===== config.mk =====
export PLATFORM = sky130hd
export DESIGN_NAME = mgmt_phy_controller_flat
export DESIGN_NICKNAME = d
export VERILOG_FILES = /design/src/rtl/mgmt_phy_controller.sv /design/src/rtl/mgmt_phy_controller_if.sv /design/src/flat_wrapper.sv
export SDC_FILE = /design/constraint.sdc
export NUM_CORES = 1
export LEC_CHECK = 0
export ABC_AREA = 0
export CORE_MARGIN = 1
export CORE_UTILIZATION = 25
export DETAILED_ROUTE_END_ITERATION = 12
export SLEW_MARGIN = 20
export SYNTH_ARGS = -nofsm -noshare
export SYNTH_HDL_FRONTEND = slang
export SYNTH_SLANG_ARGS = --single-unit

===== constraint.sdc =====
create_clock -name clk -period 4.9 [get_ports clk]
set_input_delay 0.735 -clock clk [delete_from_list [all_inputs] [get_ports clk]]
set_output_delay 0.735 -clock clk [all_outputs]
set_load 0.05 [all_outputs]

===== src/rtl/mgmt_phy_controller.sv =====
// LTPI Controller-side link-training / PHY management FSM:
// Detect -> Speed -> PLL change -> Advertise -> Configure -> Operational.
package ltpi_pkg;
    typedef logic [3:0] rstate_t;

    localparam rstate_t ST_INIT                       = 4'd0;
    localparam rstate_t ST_COMMA_HUNTING              = 4'd1;
    localparam rstate_t ST_WAIT_LINK_DETECT_LOCKED    = 4'd2;
    localparam rstate_t ST_WAIT_LINK_SPEED_LOCKED     = 4'd3;
    localparam rstate_t ST_LINK_SPEED_CHANGE          = 4'd4;
    localparam rstate_t ST_WAIT_LINK_ADVERTISE_LOCKED = 4'd5;
    localparam rstate_t ST_WAIT_IN_ADVERTISE          = 4'd6;
    localparam rstate_t ST_CONFIGURATION_OR_ACCEPT    = 4'd7;
    localparam rstate_t ST_OPERATIONAL                = 4'd8;
    localparam rstate_t ST_OPERATIONAL_RESET          = 4'd9;
    localparam rstate_t ST_LINK_LOST_ERR              = 4'd10;

    typedef struct packed {
        logic software_reset;
        logic auto_move_config;
        logic trigger_config_st;
    } LTPI_CSR_In_t;
endpackage

module mgmt_phy_controller
    import ltpi_pkg::*;
#(
    parameter int unsigned TIMER_1MS_CYCLES = 60000,
    parameter logic [3:0]  FRAME_LENGTH     = 4'd15,
    parameter int unsigned CFG_RETRY_MAX    = 3
) (
    input  logic                         clk,
    input  logic                         reset_n,
    mgmt_phy_controller_if.master        phy,
    input  LTPI_CSR_In_t                 LTPI_CSR_In,
    output rstate_t                      LTPI_link_ST
);

    localparam int unsigned T1_MAX   = TIMER_1MS_CYCLES - 1;
    localparam int unsigned T100_MAX = 100 * TIMER_1MS_CYCLES - 1;
    localparam int unsigned T1_W     = ($clog2(TIMER_1MS_CYCLES) > 0) ? $clog2(TIMER_1MS_CYCLES) : 1;
    localparam int unsigned T100_W   = $clog2(100 * TIMER_1MS_CYCLES);

    rstate_t           rstate_q, rstate_d;
    rstate_t           link_st_q, link_st_d;
    logic [3:0]        cfg_retry_cnt_q, cfg_retry_cnt_d;
    logic              pll_reconfig_q, pll_reconfig_d;
    logic              send_configure_q, send_configure_d;
    logic              link_lost_pulse_q, link_lost_pulse_d;
    logic [T1_W-1:0]   t1_q, t1_d;
    logic [T100_W-1:0] t100_q, t100_d;

    logic       link_lost;
    logic       bnd;
    logic       t1_done;
    logic       t100_done;
    logic       state_change;
    logic [3:0] cfg_retry_inc;

    assign link_lost     = phy.crc_consec_loss | (phy.unexpected_frame_error & ~phy.frame_crc_err);
    assign bnd           = (phy.tx_frm_offset == FRAME_LENGTH);
    assign t1_done       = (t1_q == T1_W'(T1_MAX));
    assign t100_done     = (t100_q == T100_W'(T100_MAX));
    assign cfg_retry_inc = cfg_retry_cnt_q + 4'd1;

    always_comb begin
        rstate_d        = rstate_q;
        cfg_retry_cnt_d = cfg_retry_cnt_q;
        case (rstate_q)
            ST_INIT: begin
                cfg_retry_cnt_d = '0;
                if (phy.pll_configuration_done) rstate_d = ST_COMMA_HUNTING;
            end
            ST_COMMA_HUNTING: begin
                if (phy.aligned && !phy.change_freq_st)     rstate_d = ST_WAIT_LINK_DETECT_LOCKED;
                else if (phy.aligned && phy.change_freq_st) rstate_d = ST_WAIT_LINK_ADVERTISE_LOCKED;
                else if (t100_done)                         rstate_d = ST_LINK_LOST_ERR;
            end
            ST_WAIT_LINK_DETECT_LOCKED: begin
                if (link_lost)
                    rstate_d = ST_LINK_LOST_ERR;
                else if (phy.link_detect_locked && phy.transmited_255_detect_frm && bnd)
                    rstate_d = ST_WAIT_LINK_SPEED_LOCKED;
            end
            ST_WAIT_LINK_SPEED_LOCKED: begin
                if (link_lost || phy.link_speed_timeout_detect) rstate_d = ST_LINK_LOST_ERR;
                else if (phy.link_speed_locked && bnd)          rstate_d = ST_LINK_SPEED_CHANGE;
            end
            ST_LINK_SPEED_CHANGE: begin
                if (phy.pll_configuration_done) rstate_d = ST_COMMA_HUNTING;
            end
            ST_WAIT_LINK_ADVERTISE_LOCKED: begin
                // Once the 1 ms window expires with Advertise locked, the
                // held timer keeps us parked until the next frame boundary.
                if (link_lost) begin
                    rstate_d = ST_LINK_LOST_ERR;
                end else if (t1_done) begin
                    if (!phy.advertise_locked)              rstate_d = ST_LINK_LOST_ERR;
                    else if (!LTPI_CSR_In.auto_move_config) rstate_d = ST_WAIT_IN_ADVERTISE;
                    else if (bnd)                           rstate_d = ST_CONFIGURATION_OR_ACCEPT;
                end
            end
            ST_WAIT_IN_ADVERTISE: begin
                if (link_lost)                                rstate_d = ST_LINK_LOST_ERR;
                else if (LTPI_CSR_In.trigger_config_st && bnd) rstate_d = ST_CONFIGURATION_OR_ACCEPT;
            end
            ST_CONFIGURATION_OR_ACCEPT: begin
                if (link_lost) begin
                    rstate_d = ST_LINK_LOST_ERR;
                end else if (phy.accept_frm_recv && bnd) begin
                    rstate_d        = ST_OPERATIONAL;
                    cfg_retry_cnt_d = '0;
                end else if (t1_done && bnd) begin
                    cfg_retry_cnt_d = cfg_retry_inc;
                    rstate_d = (cfg_retry_inc == 4'(CFG_RETRY_MAX)) ? ST_LINK_LOST_ERR
                                                                     : ST_WAIT_LINK_ADVERTISE_LOCKED;
                end
            end
            ST_OPERATIONAL: begin
                if (link_lost)
                    rstate_d = ST_LINK_LOST_ERR;
                else if (LTPI_CSR_In.software_reset || phy.remote_software_reset)
                    rstate_d = ST_OPERATIONAL_RESET;
                else if (phy.operational_frm_lost_error)
                    rstate_d = ST_LINK_LOST_ERR;
            end
            ST_OPERATIONAL_RESET: begin
                if (bnd) rstate_d = ST_WAIT_LINK_ADVERTISE_LOCKED;
            end
            ST_LINK_LOST_ERR: rstate_d = ST_INIT;
            default:          rstate_d = ST_INIT;
        endcase
    end

    always_comb begin
        state_change      = (rstate_d != rstate_q);
        link_st_d         = rstate_q;
        pll_reconfig_d    = (rstate_d == ST_INIT) || (rstate_d == ST_LINK_SPEED_CHANGE);
        send_configure_d  = (rstate_q == ST_CONFIGURATION_OR_ACCEPT);
        link_lost_pulse_d = (rstate_d == ST_LINK_LOST_ERR);

        t1_d = t1_q;
        if (state_change)
            t1_d = '0;
        else if (((rstate_q == ST_WAIT_LINK_ADVERTISE_LOCKED) ||
                  (rstate_q == ST_CONFIGURATION_OR_ACCEPT)) && !t1_done)
            t1_d = t1_q + T1_W'(1);

        t100_d = t100_q;
        if (state_change)
            t100_d = '0;
        else if ((rstate_q == ST_COMMA_HUNTING) && phy.change_freq_st && !t100_done)
            t100_d = t100_q + T100_W'(1);
    end

    always_ff @(posedge clk) begin
        if (!reset_n) begin
            rstate_q          <= ST_INIT;
            link_st_q         <= ST_INIT;
            cfg_retry_cnt_q   <= '0;
            pll_reconfig_q    <= 1'b0;
            send_configure_q  <= 1'b0;
            link_lost_pulse_q <= 1'b0;
            t1_q              <= '0;
            t100_q            <= '0;
        end else begin
            rstate_q          <= rstate_d;
            link_st_q         <= link_st_d;
            cfg_retry_cnt_q   <= cfg_retry_cnt_d;
            pll_reconfig_q    <= pll_reconfig_d;
            send_configure_q  <= send_configure_d;
            link_lost_pulse_q <= link_lost_pulse_d;
            t1_q              <= t1_d;
            t100_q            <= t100_d;
        end
    end

    assign phy.pll_reconfig    = pll_reconfig_q;
    assign phy.send_configure  = send_configure_q;
    assign phy.link_lost_pulse = link_lost_pulse_q;
    assign phy.cfg_retry_cnt   = cfg_retry_cnt_q;
    assign LTPI_link_ST        = link_st_q;

endmodule


===== src/rtl/mgmt_phy_controller_if.sv =====
// Status/control bundle between the LTPI frame datapath, PLL reconfig
// controller and the Controller-side PHY management FSM.
interface mgmt_phy_controller_if;
    logic [3:0] tx_frm_offset;
    logic       aligned;
    logic       frame_crc_err;
    logic       crc_consec_loss;
    logic       unexpected_frame_error;
    logic       operational_frm_lost_error;
    logic       remote_software_reset;
    logic       link_detect_locked;
    logic       transmited_255_detect_frm;
    logic       link_speed_locked;
    logic       link_speed_timeout_detect;
    logic       advertise_locked;
    logic       accept_frm_recv;
    logic       pll_configuration_done;
    logic       change_freq_st;
    logic       pll_reconfig;
    logic       send_configure;
    logic       link_lost_pulse;
    logic [3:0] cfg_retry_cnt;

    // The FSM side: consumes datapath status, drives PLL/TX controls.
    modport master (
        input  tx_frm_offset, aligned, frame_crc_err, crc_consec_loss,
               unexpected_frame_error, operational_frm_lost_error,
               remote_software_reset, link_detect_locked,
               transmited_255_detect_frm, link_speed_locked,
               link_speed_timeout_detect, advertise_locked, accept_frm_recv,
               pll_configuration_done, change_freq_st,
        output pll_reconfig, send_configure, link_lost_pulse, cfg_retry_cnt
    );

    modport slave (
        output tx_frm_offset, aligned, frame_crc_err, crc_consec_loss,
               unexpected_frame_error, operational_frm_lost_error,
               remote_software_reset, link_detect_locked,
               transmited_255_detect_frm, link_speed_locked,
               link_speed_timeout_detect, advertise_locked, accept_frm_recv,
               pll_configuration_done, change_freq_st,
        input  pll_reconfig, send_configure, link_lost_pulse, cfg_retry_cnt
    );
endinterface


===== src/flat_wrapper.sv =====
// flat-port wrapper written by rule: the top's interface ports become plain ports
module mgmt_phy_controller_flat import ltpi_pkg::*;
#(
    parameter int unsigned TIMER_1MS_CYCLES = 60000,
    parameter logic [3:0]  FRAME_LENGTH     = 4'd15,
    parameter int unsigned CFG_RETRY_MAX    = 3
)
  (clk, reset_n, LTPI_CSR_In, LTPI_link_ST, phy_tx_frm_offset, phy_aligned, phy_frame_crc_err, phy_crc_consec_loss, phy_unexpected_frame_error, phy_operational_frm_lost_error, phy_remote_software_reset, phy_link_detect_locked, phy_transmited_255_detect_frm, phy_link_speed_locked, phy_link_speed_timeout_detect, phy_advertise_locked, phy_accept_frm_recv, phy_pll_configuration_done, phy_change_freq_st, phy_pll_reconfig, phy_send_configure, phy_link_lost_pulse, phy_cfg_retry_cnt);
  mgmt_phy_controller_if phy_i ();
  input  logic clk;
  input  logic reset_n;
  input  LTPI_CSR_In_t LTPI_CSR_In;
  output rstate_t LTPI_link_ST;
  input wire logic [$bits(phy_i.tx_frm_offset)-1:0] phy_tx_frm_offset;
  input wire logic [$bits(phy_i.aligned)-1:0] phy_aligned;
  input wire logic [$bits(phy_i.frame_crc_err)-1:0] phy_frame_crc_err;
  input wire logic [$bits(phy_i.crc_consec_loss)-1:0] phy_crc_consec_loss;
  input wire logic [$bits(phy_i.unexpected_frame_error)-1:0] phy_unexpected_frame_error;
  input wire logic [$bits(phy_i.operational_frm_lost_error)-1:0] phy_operational_frm_lost_error;
  input wire logic [$bits(phy_i.remote_software_reset)-1:0] phy_remote_software_reset;
  input wire logic [$bits(phy_i.link_detect_locked)-1:0] phy_link_detect_locked;
  input wire logic [$bits(phy_i.transmited_255_detect_frm)-1:0] phy_transmited_255_detect_frm;
  input wire logic [$bits(phy_i.link_speed_locked)-1:0] phy_link_speed_locked;
  input wire logic [$bits(phy_i.link_speed_timeout_detect)-1:0] phy_link_speed_timeout_detect;
  input wire logic [$bits(phy_i.advertise_locked)-1:0] phy_advertise_locked;
  input wire logic [$bits(phy_i.accept_frm_recv)-1:0] phy_accept_frm_recv;
  input wire logic [$bits(phy_i.pll_configuration_done)-1:0] phy_pll_configuration_done;
  input wire logic [$bits(phy_i.change_freq_st)-1:0] phy_change_freq_st;
  output wire logic [$bits(phy_i.pll_reconfig)-1:0] phy_pll_reconfig;
  output wire logic [$bits(phy_i.send_configure)-1:0] phy_send_configure;
  output wire logic [$bits(phy_i.link_lost_pulse)-1:0] phy_link_lost_pulse;
  output wire logic [$bits(phy_i.cfg_retry_cnt)-1:0] phy_cfg_retry_cnt;
  assign phy_i.tx_frm_offset = phy_tx_frm_offset;
  assign phy_i.aligned = phy_aligned;
  assign phy_i.frame_crc_err = phy_frame_crc_err;
  assign phy_i.crc_consec_loss = phy_crc_consec_loss;
  assign phy_i.unexpected_frame_error = phy_unexpected_frame_error;
  assign phy_i.operational_frm_lost_error = phy_operational_frm_lost_error;
  assign phy_i.remote_software_reset = phy_remote_software_reset;
  assign phy_i.link_detect_locked = phy_link_detect_locked;
  assign phy_i.transmited_255_detect_frm = phy_transmited_255_detect_frm;
  assign phy_i.link_speed_locked = phy_link_speed_locked;
  assign phy_i.link_speed_timeout_detect = phy_link_speed_timeout_detect;
  assign phy_i.advertise_locked = phy_advertise_locked;
  assign phy_i.accept_frm_recv = phy_accept_frm_recv;
  assign phy_i.pll_configuration_done = phy_pll_configuration_done;
  assign phy_i.change_freq_st = phy_change_freq_st;
  assign phy_pll_reconfig = phy_i.pll_reconfig;
  assign phy_send_configure = phy_i.send_configure;
  assign phy_link_lost_pulse = phy_i.link_lost_pulse;
  assign phy_cfg_retry_cnt = phy_i.cfg_retry_cnt;
  mgmt_phy_controller #(.TIMER_1MS_CYCLES(TIMER_1MS_CYCLES), .FRAME_LENGTH(FRAME_LENGTH), .CFG_RETRY_MAX(CFG_RETRY_MAX)) u_core (.clk(clk), .reset_n(reset_n), .phy(phy_i), .LTPI_CSR_In(LTPI_CSR_In), .LTPI_link_ST(LTPI_link_ST));
endmodule

==> results of run 1 <==
[power by group]
| part | leakage, nW | switching [mW] | internal [mW] | total [mW] |
|---|---|---|---|---|
| logic | 0.659 | 0.289 | 0.127 | 0.415 |
| registers | 0.436 | 0.0435 | 0.457 | 0.501 |
| clock network | 0.0771 | 0.159 | 0.241 | 0.401 |
| total | 1.17 | 0.491 | 0.826 | 1.32 |
[kinds of logic after synthesis]
group,count (synthesis),share of synthesized area (%)
buffers and inverters,29,4.970
AO/OA/AOI/OAI,50,11.98
multiplexers,2,0.6413
adder cells (fa/ha/maj),4,1.603
AND/OR/NAND/NOR,188,35.79
XOR/XNOR,37,10.38
flip-flops,54,34.63
[worst max-delay path by stage]
stage,depth (start not counted),end,slack (ps)
after floorplan,10,u_core.t1_q[6]$_SDFFE_PP0P_,2270
after global placement,9,u_core.t100_q[2]$_SDFFE_PP0P_,1500
after detailed placement,9,u_core.t100_q[5]$_SDFFE_PP0P_,1460
after CTS,9,u_core.t100_q[5]$_SDFFE_PP0P_,1770
after global routing,8,u_core.t1_q[8]$_SDFFE_PP0P_,1530
final,9,u_core.t100_q[5]$_SDFFE_PP0P_,1750
[stage by stage]
stage	worst slack (ps)	total power, mW	std cells
detailed placement	1458	0.9287	549
floorplan	2266	0.8629	364
global route	1531	1.391	557
finish	1748	1.317	557
CTS	1768	1.334	557
global placement	1501	0.9262	549
[synth_stat cells (all sizes together), types with 3 or more instances]
library cell | instances | area [um2]
and2 | 6 | 37.54
ha | 4 | 50.05
buf | 17 | 110.1
nor3 | 40 | 261.5
and3 | 8 | 50.05
nor4 | 4 | 25.02
and4 | 4 | 40.04
nor2b | 7 | 43.79
nand3 | 16 | 80.08
xor2 | 15 | 131.4
a21oi | 10 | 53.80
nand4 | 14 | 93.84
dfxtp | 54 | 1081
and4b | 5 | 50.05
xnor2 | 22 | 192.7
or3 | 6 | 37.54
nor2 | 32 | 120.1
nor3b | 10 | 75.07
nand2 | 22 | 82.58
inv | 11 | 41.29
or2 | 3 | 18.77
nor4b | 3 | 32.53
o21a | 4 | 30.03
o21ai | 8 | 40.04
[metal layers]
| layer | up-vias | GRT usage (%) | wire (um) |
|---|---|---|---|
| li1 | 1375 | - | - |
| met2 | 64 | 19.27 | 3326 |
| met1 | 1245 | 14.83 | 3462 |
| met3 | 12 | 2.497 | 327 |
| met4 | 0 | 4.737 | 158 |
| met5 | - | 0 | 0 |
[worst max-delay path, stage by stage]
cell,delay (ps)
clkdlybuf4s50_1,390
nor2b_1,180
nor2_1,340
o21ai_0,220
a221o_1,410
o41ai_2,390
o41ai_4,140
buf_4,300
nor3_1,240
[registers in the layout (all words and copies together), names as in the netlist]
register / flops
u_core.LTPI_link_ST: 4
u_core.link_st_d: 4
u_core.phy.cfg_retry_cnt: 4
u_core.phy.link_lost_pulse: 1
u_core.phy.pll_reconfig: 1
u_core.phy.send_configure: 1
u_core.t100_q: 23
u_core.t1_q: 16
[final cells by class]
cell class / count / share of cell area [%]
multi-input combinational: 281 / 50.75
sequential: 54 / 28.93
timing repair buffer: 34 / 9.039
tap: 168 / 5.624
clock buffer: 6 / 3.448
inverter: 12 / 1.205
clock inverter: 2 / 1.004
==> run_results.csv, run 1 <==
group,metric,value,unit
sta,worst_slew_pin_slew,938.8,ps
flow_run,cap_violations,0,
die,die_h,113.7,um
setup_path,regToRegSetupSlack,1790,ps
route,vias,2696,
die,io_pins,34,
final_layout,seq_area,0.001081,mm2
worst_hold_path,holdPathEnd,"u_core.phy.cfg_retry_cnt[3]$_SDFFE_PN0P_",
final_layout,antenna_cells,0,
die,floorplan.initialDensity,25.77,%
route,drtAntennaViolNets,0,
die,die_w,113.7,um
clocking,cts_buffers,5,
die,dieArea,0.01294,mm2
global_route,antenna_found_initial,0,
route,routed_via_density,4.840,
sta,hold_viol,0,
clocking,cts_max_level,2,
clocking,postCtsSetupRepairBufs,0,
run_status,status,"completed",
worst_hold_path,whs_path_depth,2,
sta,rsz0062_at_grt,"false",
clocking,clockRootBuffer,"clkbuf_16",
final_layout,fill_cells,1281,
sta,slew-limit-headroom,37.41,%
setup_path,critical_path_class,"in -> reg",
setup_path,reg2reg_from,"u_core.link_st_d[2]$_SDFF_PN0_",
worst_hold_path,hp-start,"u_core.phy.cfg_retry_cnt[3]$_SDFFE_PN0P_",
route,drt_iter0_markers,209,
placed_design,io_buffers,33,
route,wl_per_cell,13.06,um
yosys,synthArstFlopShare,0,%
setup_path,start_kind,"input pin",
setup_path,crit_required,5110,ps
global_route,grt.total_usage,11.69,%
setup_path,end_kind,"flop",
worst_hold_path,hold_class,"reg -> reg",
placed_design,gp_congestion,0.8003,
clocking,path_clk_slew,70,ps
placed_design,place_hpwl,5149,um
final_layout,stdcell_area,0.003737,mm2
pwr,leakagePower,1.172,nW
yosys,synthCells,364,
clocking,cts_resized,0,
sta,fmax,317.3,MHz
clocking,clock_tree.buffer_depth,2,
global_route,overflow,0,
pwr,p_per_area,352.3,mW/mm2
setup_path,arrival,3360,ps
sta,setup_viol,0,
pwr,peakVddDrop,0.1691,mV
route,drc,0,
global_route,grt_pass1_wl,12230,um
setup_path,r2r_end,"u_core.t100_q[5]$_SDFFE_PP0P_",
yosys,avgSynthCellArea,8.576,um2
clocking,insertion_delay,290,ps
sta,finClkSkew,6.721,ps
global_route,first_global_vias,2625,
sta,finalCritPeriodShare,64.32,%
sta,tns,0,ps
yosys,synth_nets,391,
sta,drv_slew,0,
yosys,synth_area,0.003122,mm2
final_layout,drive_above_1_share,7.455,%
yosys,ys_dominant_reg_cell,"dfxtp_1",
yosys,ys_types,62,
yosys,yosys_warnings,0,
final_layout,layout_commonest_cell,"dfxtp_1",
final_layout,final_cell_mix,"dfxtp_1 (54), clkdlybuf4s50_1 (33), nor2_1 (32)",
sta,finalHoldWorstSlack,535.6,ps
route,routed_wl,7274,um
die,core_area,0.01211,mm2
clocking,cts_tree,"built",
sta,fin_crit,3152,ps
setup_path,reg2reg_depth,8,
final_layout,area_growth,19.72,%
route,first_pass_iters,4,
clocking,clkSinkCount,54,
global_route,grt_max_degree,40,
setup_path,crit_fanout,39,
final_layout,nNetsFinal,415,
yosys,synth_seq_area_share,34.63,%
final_layout,multi_input_area,0.001897,mm2
clocking,postCtsHoldBufs,0,
yosys,ys_ff_latch,54,
placed_design,dpl-instance-area,0.003571,mm2
final_layout,utilization,30.86,%
yosys,synth_edf_count,0,
setup_path,worstSetupStartpoint,"phy_unexpected_frame_error",
die,num_rows,40,
Power figures use the tool's default switching activity.
==> run 2: changes to the inputs <==
- clock period: 4.9 -> 3.2 ns (I/O delays scaled with it)
==> run 2 against run 1 <==
Wire length up 0.85%. Count of clock-buffer cells in the layout fell by 1. Critical path type unchanged. Largest power group unchanged. Clock power up 75%.
==> run_results.csv, run 2 (synthesis results as in run 1) <==
group,metric,value,unit
run_status,status,"completed",
final_layout,layout_commonest_cell,"dfxtp_1",
pwr,peakVddDrop,0.3582,mV
route,first_pass_iters,4,
final_layout,largest_reg_flops,23,
setup_path,crit_slowest_cell,"a221o_1",
global_route,antenna_found_initial,0,
sta,finClkSkew,7.712,ps
final_layout,nNetsFinal,421,
die,floorplan.initialDensity,25.77,%
setup_path,end_kind,"flop",
clocking,path_clk_slew,70,ps
final_layout,top_regs,"u_core.t100_q (23), u_core.t1_q (16)",
global_route,grt_max_degree,40,
route,drc,0,
pwr,pwr-share-seq,33.8,%
worst_hold_path,hold_class,"reg -> reg",
sta,finalCritPeriodShare,88.69,%
sta,fin_crit,2838,ps
clocking,insertion_delay,290,ps
setup_path,critical_path_class,"in -> reg",
global_route,overflow,0,
sta,finalHoldWorstSlack,524.2,ps
setup_path,path_cells,"clkdlybuf4s50_1 -> nor2b_1 -> nor2_1 -> o21ai_0 -> a221o_1 -> o41ai_2 -> o41ai_4 -> buf_12 -> nor3_1",
setup_path,crit_required,3410,ps
final_layout,stdcell_area,0.003822,mm2
global_route,grt.total_usage,11.66,%
route,routed_via_density,4.833,
global_route,first_global_vias,2579,
route,wl_per_cell,13.03,um
route,vias,2721,
setup_path,crit_fanout,39,
pwr,leakagePower,1.226,nW
final_layout,final_cell_mix,"dfxtp_1 (54), clkdlybuf4s50_1 (33), nor2_1 (32)",
sta,fmax,352.4,MHz
sta,tns,0,ps
route,drt_iter0_markers,158,
flow_run,cap_violations,0,
pwr,p_clk_share,32.7,%
global_route,grt_pass1_wl,12290,um
placed_design,dpl-instance-area,0.003628,mm2
placed_design,gp_congestion,0.8033,
clocking,clock_tree.buffer_depth,2,
sta,worst_slack,362.0,ps
setup_path,start_kind,"input pin",
final_layout,area_growth,22.45,%
pwr,p_comb_share,33.5,%
sta,worst_slew_pin_slew,950.3,ps
setup_path,arrival,3040,ps
clocking,postCtsHoldBufs,0,
clocking,cts_tree,"built",
placed_design,place_hpwl,5287,um
sta,rsz0062_at_grt,"false",
final_layout,utilization,31.56,%
final_layout,drive_above_1_share,9.114,%
pwr,p_per_area,561.1,mW/mm2
setup_path,slowest_delay,410,ps
die,num_rows,40,
pwr,switching_share,35.81,%
pwr,switchingPower,0.7680,mW
final_layout,antenna_cells,0,
sta,slew-limit-headroom,36.64,%
placed_design,io_buffers,33,
clocking,postCtsSetupRepairBufs,0,
die,core_area,0.01211,mm2
clocking,cts_resized,0,
placed_design,dp_slack,88.24,ps
die,dieArea,0.01294,mm2
final_layout,top_register,"u_core.t100_q",
die,die_h,113.7,um
clocking,clockRootBuffer,"clkbuf_16",
setup_path,timing.critical_path.buf_inv,2,
die,die_w,113.7,um
route,drtAntennaViolNets,0,
sta,hold_viol,0,
die,io_pins,34,
pwr,p_int,1.377,mW
clocking,cts_buffers,5,
clocking,clkSinkCount,54,
clocking,cts_max_level,2,
sta,setup_viol,0,
route,routed_wl,7336,um
sta,drv_slew,0,
setup_path,cp_top_family,"compound AO/OA/AOI/OAI gates",
run 2: cell count changes in the layout (fill, tap and decap cells not counted):
cell	previous run	this run
clkinvlp_4	1	0
buf_4	1	6
clkinv_4	0	1
bufinv_16	1	2
buf_12	0	1
clkbuf_1	1	0
run 2: stage by stage:
stage / total power [mW] / cells
after floorplan: 1.321 / 364
after global placement: 1.455 / 555
after detailed placement: 1.463 / 555
after CTS: 2.168 / 563
after global routing: 2.249 / 563
final: 2.145 / 563
run 2: layer usage:
layer  share of wire (%)  wire length [um]  GRT usage, %
met5                   0                 0             0
met4                 2.2               160         4.561
met2                  47              3445         19.67
met1                  46              3401         14.40
met3                 4.5               328         2.604
run 2: cell type report:
| class | count | area (um2) |
|---|---|---|
| sequential | 54 | 1081 |
| multi-input combinational | 281 | 1897 |
| fill | 1296 | 8289 |
| clock buffer | 5 | 125.1 |
| inverter | 12 | 45.04 |
| clock inverter | 3 | 68.82 |
| tap | 168 | 210.2 |
| timing repair buffer | 40 | 395.4 |
run 2: worst paths after layout:
check	start	slack [ps]	cells after the start	end
worst min register to register	u_core.phy.cfg_retry_cnt[3]$_SDFFE_PN0P_	520	2	u_core.phy.cfg_retry_cnt[3]$_SDFFE_PN0P_
worst min-delay path	u_core.phy.cfg_retry_cnt[3]$_SDFFE_PN0P_	520	2	u_core.phy.cfg_retry_cnt[3]$_SDFFE_PN0P_
worst max register to register	u_core.t1_q[0]$_SDFFE_PP0P_	390	8	u_core.t100_q[16]$_SDFFE_PP0P_
worst max-delay path	phy_unexpected_frame_error	360	9	u_core.t100_q[16]$_SDFFE_PP0P_
run 2: power groups by stage:
stage | Clock (mW) | Combinational (mW) | Sequential (mW)
finish | 0.701 | 0.719 | 0.725
floorplan | 0 | 0.543 | 0.779
detailed placement | 0 | 0.721 | 0.741
global route | 0.740 | 0.780 | 0.729
global placement | 0 | 0.713 | 0.742
CTS | 0.719 | 0.723 | 0.726
run 2: tightest hold or removal path, cell delays in order (launching register included):
cell     delay (ps)
dfxtp_1         340
o21ai_0          80
a21oi_1          60
